--- config.mk ---
export PLATFORM = sky130hd
export DESIGN_NAME = wb_regfile_flat
export DESIGN_NICKNAME = d
export VERILOG_FILES = /design/src/rtl/wb_regfile_if.sv /design/src/rtl/wb_regfile.sv /design/src/flat_wrapper.sv
export SDC_FILE = /design/constraint.sdc
export NUM_CORES = 2
export LEC_CHECK = 0
export BUFFER_PORTS_ARGS = -buffer_cell sky130_fd_sc_hd__buf_2
export CAP_MARGIN = 30
export CORE_MARGIN = 5
export CORE_UTILIZATION = 35
export DETAILED_ROUTE_END_ITERATION = 8
export PLACE_DENSITY = 0.58
export SLEW_MARGIN = 0
export SYNTH_ARGS = -nofsm -noshare
export SYNTH_HDL_FRONTEND = slang
export SYNTH_SLANG_ARGS = --single-unit
--- constraint.sdc ---
create_clock -name clk -period 4 [get_ports clk]
set_input_delay 0.6 -clock clk [delete_from_list [all_inputs] [get_ports clk]]
set_output_delay 0.6 -clock clk [all_outputs]
set_load 0.02 [all_outputs]
--- src/rtl/wb_regfile_if.sv ---
// wb_regfile_if: MEM/WB writeback and ID read-port signals of the register file
interface wb_regfile_if #(parameter int CNT_W = 32);
  logic power;
  logic [7:0] control;
  logic [31:0] read_data;
  logic [31:0] alu_result;
  logic [4:0] write_reg;
  logic [4:0] rs_addr;
  logic [4:0] rt_addr;
  logic [31:0] rs_data;
  logic [31:0] rt_data;
  logic [31:0] wb_data;
  logic wb_en;
  logic [CNT_W-1:0] retired;
  modport master (
    output power, control, read_data, alu_result, write_reg, rs_addr, rt_addr,
    input rs_data, rt_data, wb_data, wb_en, retired
  );
  modport slave (
    input power, control, read_data, alu_result, write_reg, rs_addr, rt_addr,
    output rs_data, rt_data, wb_data, wb_en, retired
  );
endinterface

--- src/rtl/wb_regfile.sv ---
// wb_regfile: 32x32 register file with writeback select, write-through bypass and retire counter
module wb_regfile #(parameter int CNT_W = 32) (
  input logic clk,
  input logic reset,
  wb_regfile_if.slave bus
);
  logic [31:0] regs [32];
  logic [CNT_W-1:0] cnt;
  logic unused_ctrl;
  assign unused_ctrl = ^bus.control[7:2];
  assign bus.wb_data = bus.control[1] ? bus.read_data : bus.alu_result;
  assign bus.wb_en = bus.control[0] & bus.power & ~reset & (bus.write_reg != 5'd0);
  assign bus.retired = cnt;
  // read ports: r0 is hardwired zero, a committing write to the same index is forwarded
  always_comb begin
    bus.rs_data = (bus.rs_addr == 5'd0) ? 32'd0 :
                  (bus.wb_en && bus.rs_addr == bus.write_reg) ? bus.wb_data : regs[bus.rs_addr];
    bus.rt_data = (bus.rt_addr == 5'd0) ? 32'd0 :
                  (bus.wb_en && bus.rt_addr == bus.write_reg) ? bus.wb_data : regs[bus.rt_addr];
  end
  // storage and retire counter: reset clears everything and drops any concurrent write
  always_ff @(posedge clk) begin
    if (reset) begin
      for (int i = 0; i < 32; i++) regs[i] <= 32'd0;
      cnt <= '0;
    end else if (bus.wb_en) begin
      regs[bus.write_reg] <= bus.wb_data;
      cnt <= cnt + 1'b1;
    end
  end
endmodule
--- src/flat_wrapper.sv ---
// flat-port wrapper written by rule: the top's interface ports become plain ports
module wb_regfile_flat 
#(parameter int CNT_W = 32)
  (clk, reset, bus_power, bus_control, bus_read_data, bus_alu_result, bus_write_reg, bus_rs_addr, bus_rt_addr, bus_rs_data, bus_rt_data, bus_wb_data, bus_wb_en, bus_retired);
  wb_regfile_if #(.CNT_W(CNT_W)) bus_i ();
  input logic clk;
  input logic reset;
  input wire logic [$bits(bus_i.power)-1:0] bus_power;
  input wire logic [$bits(bus_i.control)-1:0] bus_control;
  input wire logic [$bits(bus_i.read_data)-1:0] bus_read_data;
  input wire logic [$bits(bus_i.alu_result)-1:0] bus_alu_result;
  input wire logic [$bits(bus_i.write_reg)-1:0] bus_write_reg;
  input wire logic [$bits(bus_i.rs_addr)-1:0] bus_rs_addr;
  input wire logic [$bits(bus_i.rt_addr)-1:0] bus_rt_addr;
  output wire logic [$bits(bus_i.rs_data)-1:0] bus_rs_data;
  output wire logic [$bits(bus_i.rt_data)-1:0] bus_rt_data;
  output wire logic [$bits(bus_i.wb_data)-1:0] bus_wb_data;
  output wire logic [$bits(bus_i.wb_en)-1:0] bus_wb_en;
  output wire logic [$bits(bus_i.retired)-1:0] bus_retired;
  assign bus_i.power = bus_power;
  assign bus_i.control = bus_control;
  assign bus_i.read_data = bus_read_data;
  assign bus_i.alu_result = bus_alu_result;
  assign bus_i.write_reg = bus_write_reg;
  assign bus_i.rs_addr = bus_rs_addr;
  assign bus_i.rt_addr = bus_rt_addr;
  assign bus_rs_data = bus_i.rs_data;
  assign bus_rt_data = bus_i.rt_data;
  assign bus_wb_data = bus_i.wb_data;
  assign bus_wb_en = bus_i.wb_en;
  assign bus_retired = bus_i.retired;
  wb_regfile #(.CNT_W(CNT_W)) u_core (.clk(clk), .reset(reset), .bus(bus_i));
endmodule
==> flow_metrics.tcl <==
set metrics [dict create \
    status "completed" \
    first_global_vias 39000 \
    rsz0062_at_grt "false" \
    grt_overflow_total 0 \
    drtAntennaViolNets 0 \
    postCtsSetupRepairBufs 0 \
    p_switching_mw 7.20 \
    synth.cell_area_um2 55300 \
    drv_slew 0 \
    insertedDiodeCount 0 \
    cts_buffers 111 \
    ys.warnings.count 0 \
    critPathKind "input pin to output pin" \
    place.gp.congestion 0.880 \
    required_ns 3.40 \
    cts-resized-gates 0 \
    slew_headroom_pct 38.0 \
    drt_iter0_markers 5580 \
    grt_pass1_wl_um 288000 \
    placementRows 145 \
    drv_cap 0 \
    hold_path_class "input pin to flip-flop" \
    period_share_pct 98.3 \
    setup.worst_path.end_class "output pin" \
    die_h_um 407 \
    path_max_fanout 31 \
    cts_tree "yes" \
    finClkSkew_ns 0.0251 \
    die_area_um2 166000 \
    postCtsHoldBufs 0 \
    area_growth_pct 16.4 \
    synth_cells 4010 \
    critPathLaunchType "input pin" \
    root_buffer "clkbuf_16" \
    netlist_top_cells_count "nor2_1 (1046), edfxtp_1 (1024), mux4_2 (446), clkbuf_1 (290), mux2i_1 (237)" \
    io_pins 219 \
    synth_edf_count 1024 \
    layout_setup_ws_ns 0.0663 \
    hold_viol_final 0 \
    cts_buffer_depth 3 \
    combPwrFrac_pct 14.8 \
    grt_use_total_pct 24.0 \
    wire_per_inst_um 31.9 \
    drc 0 \
    r2r_start "u_core.bus.retired[3]$_SDFFE_PP0P_" \
    p_per_area_nw_per_um2 425 \
    cts_max_level 3 \
    power.leakage_nw 22.8 \
    fp.dieW_um 407 \
    dr.pass1.iters 9 \
    place_hpwl_um 130000 \
    r2r_slack_ns 1.77 \
    dp_slack_ns 0.178 \
    synth.avg_cell_area_um2 13.8 \
    fin_nets 4352 \
    arrival_ns 3.33 \
    synth_flop_cell "edfxtp_1" \
    async_reset_ff_share_pct 0 \
    seqPwrFrac_pct 47.4 \
    finalCriticalPeriod_ns 3.93 \
    fillCellCount 14300 \
    grt_max_degree 61 \
    min_from "bus_alu_result[21]" \
    fmax_ghz 0.254 \
    p_int_mw 20.2 \
    clkTransAtPathRegs_ns 0.06 \
    ys_top_cells_by_area "edfxtp_1 (56%), mux4_2 (18%), nor2_1 (7.1%)" \
    ys_types 73 \
    yosysTopAreaCellShare_pct 55.7 \
    yosysMostFrequentCell "nor2_1" \
    p_clk_share_pct 37.8 \
    synth_top_cell_by_area "edfxtp_1" \
    cts_sinks 1056 \
    ys_seq_area_share_pct 56.8 \
    insertion_delay_ns 0.74 \
    worst-slew-pin-transition_ns 0.929 \
    drive_gt1_share_pct 29.1 \
    num_vias 39200 \
    core_um2 157000 \
    postLayoutCoreUtil_pct 41.1 \
    finalSetupViolations 0 \
    wl_um 205000 \
    ir_drop_uv 355 \
    port-buffer-count 212 \
    viasPerCell 6.11 \
    cp-startpoint "bus_rs_addr[1]" \
    final_area_um2 64300 \
    antenna_found_initial 4 \
    swShare_pct 26.3 \
    ys_seq_elements 1056 \
    start_util_pct 35.3 \
    post_dp_cell_area_um2 60700 \
]
==> registers in the layout (all words and copies together) (netlist names) <==
signal and count:
u_core.regs 1024, u_core.bus.retired 32
==> cell type report <==
cell class / instances / area, um2 / area share (%)
clock buffers: 140 / 3000 / 4.67
clock inverters: 70 / 563 / 0.875
inverters: 50 / 188 / 0.292
multi-input cells: 2519 / 22300 / 34.7
flip-flops and latches: 1056 / 31400 / 48.8
well taps: 2058 / 2570 / 4.00
repair buffers: 523 / 4270 / 6.64
==> logic make-up after synthesis <==
kind of cell / share of synthesized area (%)
mux: 23.3
buf+inv: 4.06
xor+xnor: 0.571
flops: 56.8
other cells: 0.00679
compound gates: 5.22
simple gates: 9.96
fa+ha+maj: 0.0226
==> metal layers <==
metal	track usage (%)	wire (um)	share of wire, %	vias to the layer above
met1	31.9	77400	38	20300
li1	-	-	-	15800
met5	0	11	0.0054	-
met3	6.36	24700	12	473
met4	9.49	8820	4.3	2
met2	37.6	93900	46	2671
==> worst paths after layout <==
path / endpoint / depth (start not counted)
setup / recovery: bus_rs_data[7] / 11
hold / removal: u_core.regs[4][21]$_SDFFCE_PN0P_ / 3
setup reg to reg: u_core.bus.retired[30]$_SDFFE_PP0P_ / 6
hold reg to reg: u_core.bus.retired[14]$_SDFFE_PP0P_ / 2
==> power groups by stage <==
stage	registers [mW]	clock network (mW)	logic, mW
floorplan	13.1	0	2.34
global placement	13.2	0	3.96
detailed placement	13.2	0	3.97
CTS	13.0	10.4	3.99
global route	13.0	10.9	4.19
finish	13.0	10.3	4.05
==> per-stage QoR <==
stage / instances / hold slack [ns] / power (mW) / TNS (ns)
finish: 6416 / 0.373 / 27.4 / 0
global route: 6416 / 0.372 / 28.1 / 0
CTS: 6415 / 0.317 / 27.4 / 0
detailed placement: 6205 / 0.501 / 17.2 / 0
global placement: 6204 / 0.482 / 17.1 / -0.131
floorplan: 4041 / 0.566 / 15.4 / 0
==> cells in the final DEF (no fill, tap or decap), types with 32 or more instances in the layout <==
cell type / n
nor2_1: 1044
conb_1: 32
mux4_2: 446
a221oi_1: 32
dfxtp_1: 32
nor2b_1: 49
o21ai_0: 56
mux2i_4: 32
clkbuf_16: 115
mux2i_1: 205
nand2_1: 49
edfxtp_1: 1024
buf_12: 64
buf_4: 248
buf_2: 202
inv_1: 46
a21oi_1: 62
o22ai_1: 36
a211oi_1: 97
==> critical path, cell delays in order <==
cell and delay (ns):
buf_8 0.32, buf_12 0.30, xor2_1 0.10, nor3_1 0.20, nand4_1 0.19, buf_12 0.22
nand2_1 0.13, buf_4 0.20, o22ai_1 0.10, a211oi_1 0.57, buf_2 0.30
No activity file was read; power rests on OpenSTA's default activity.
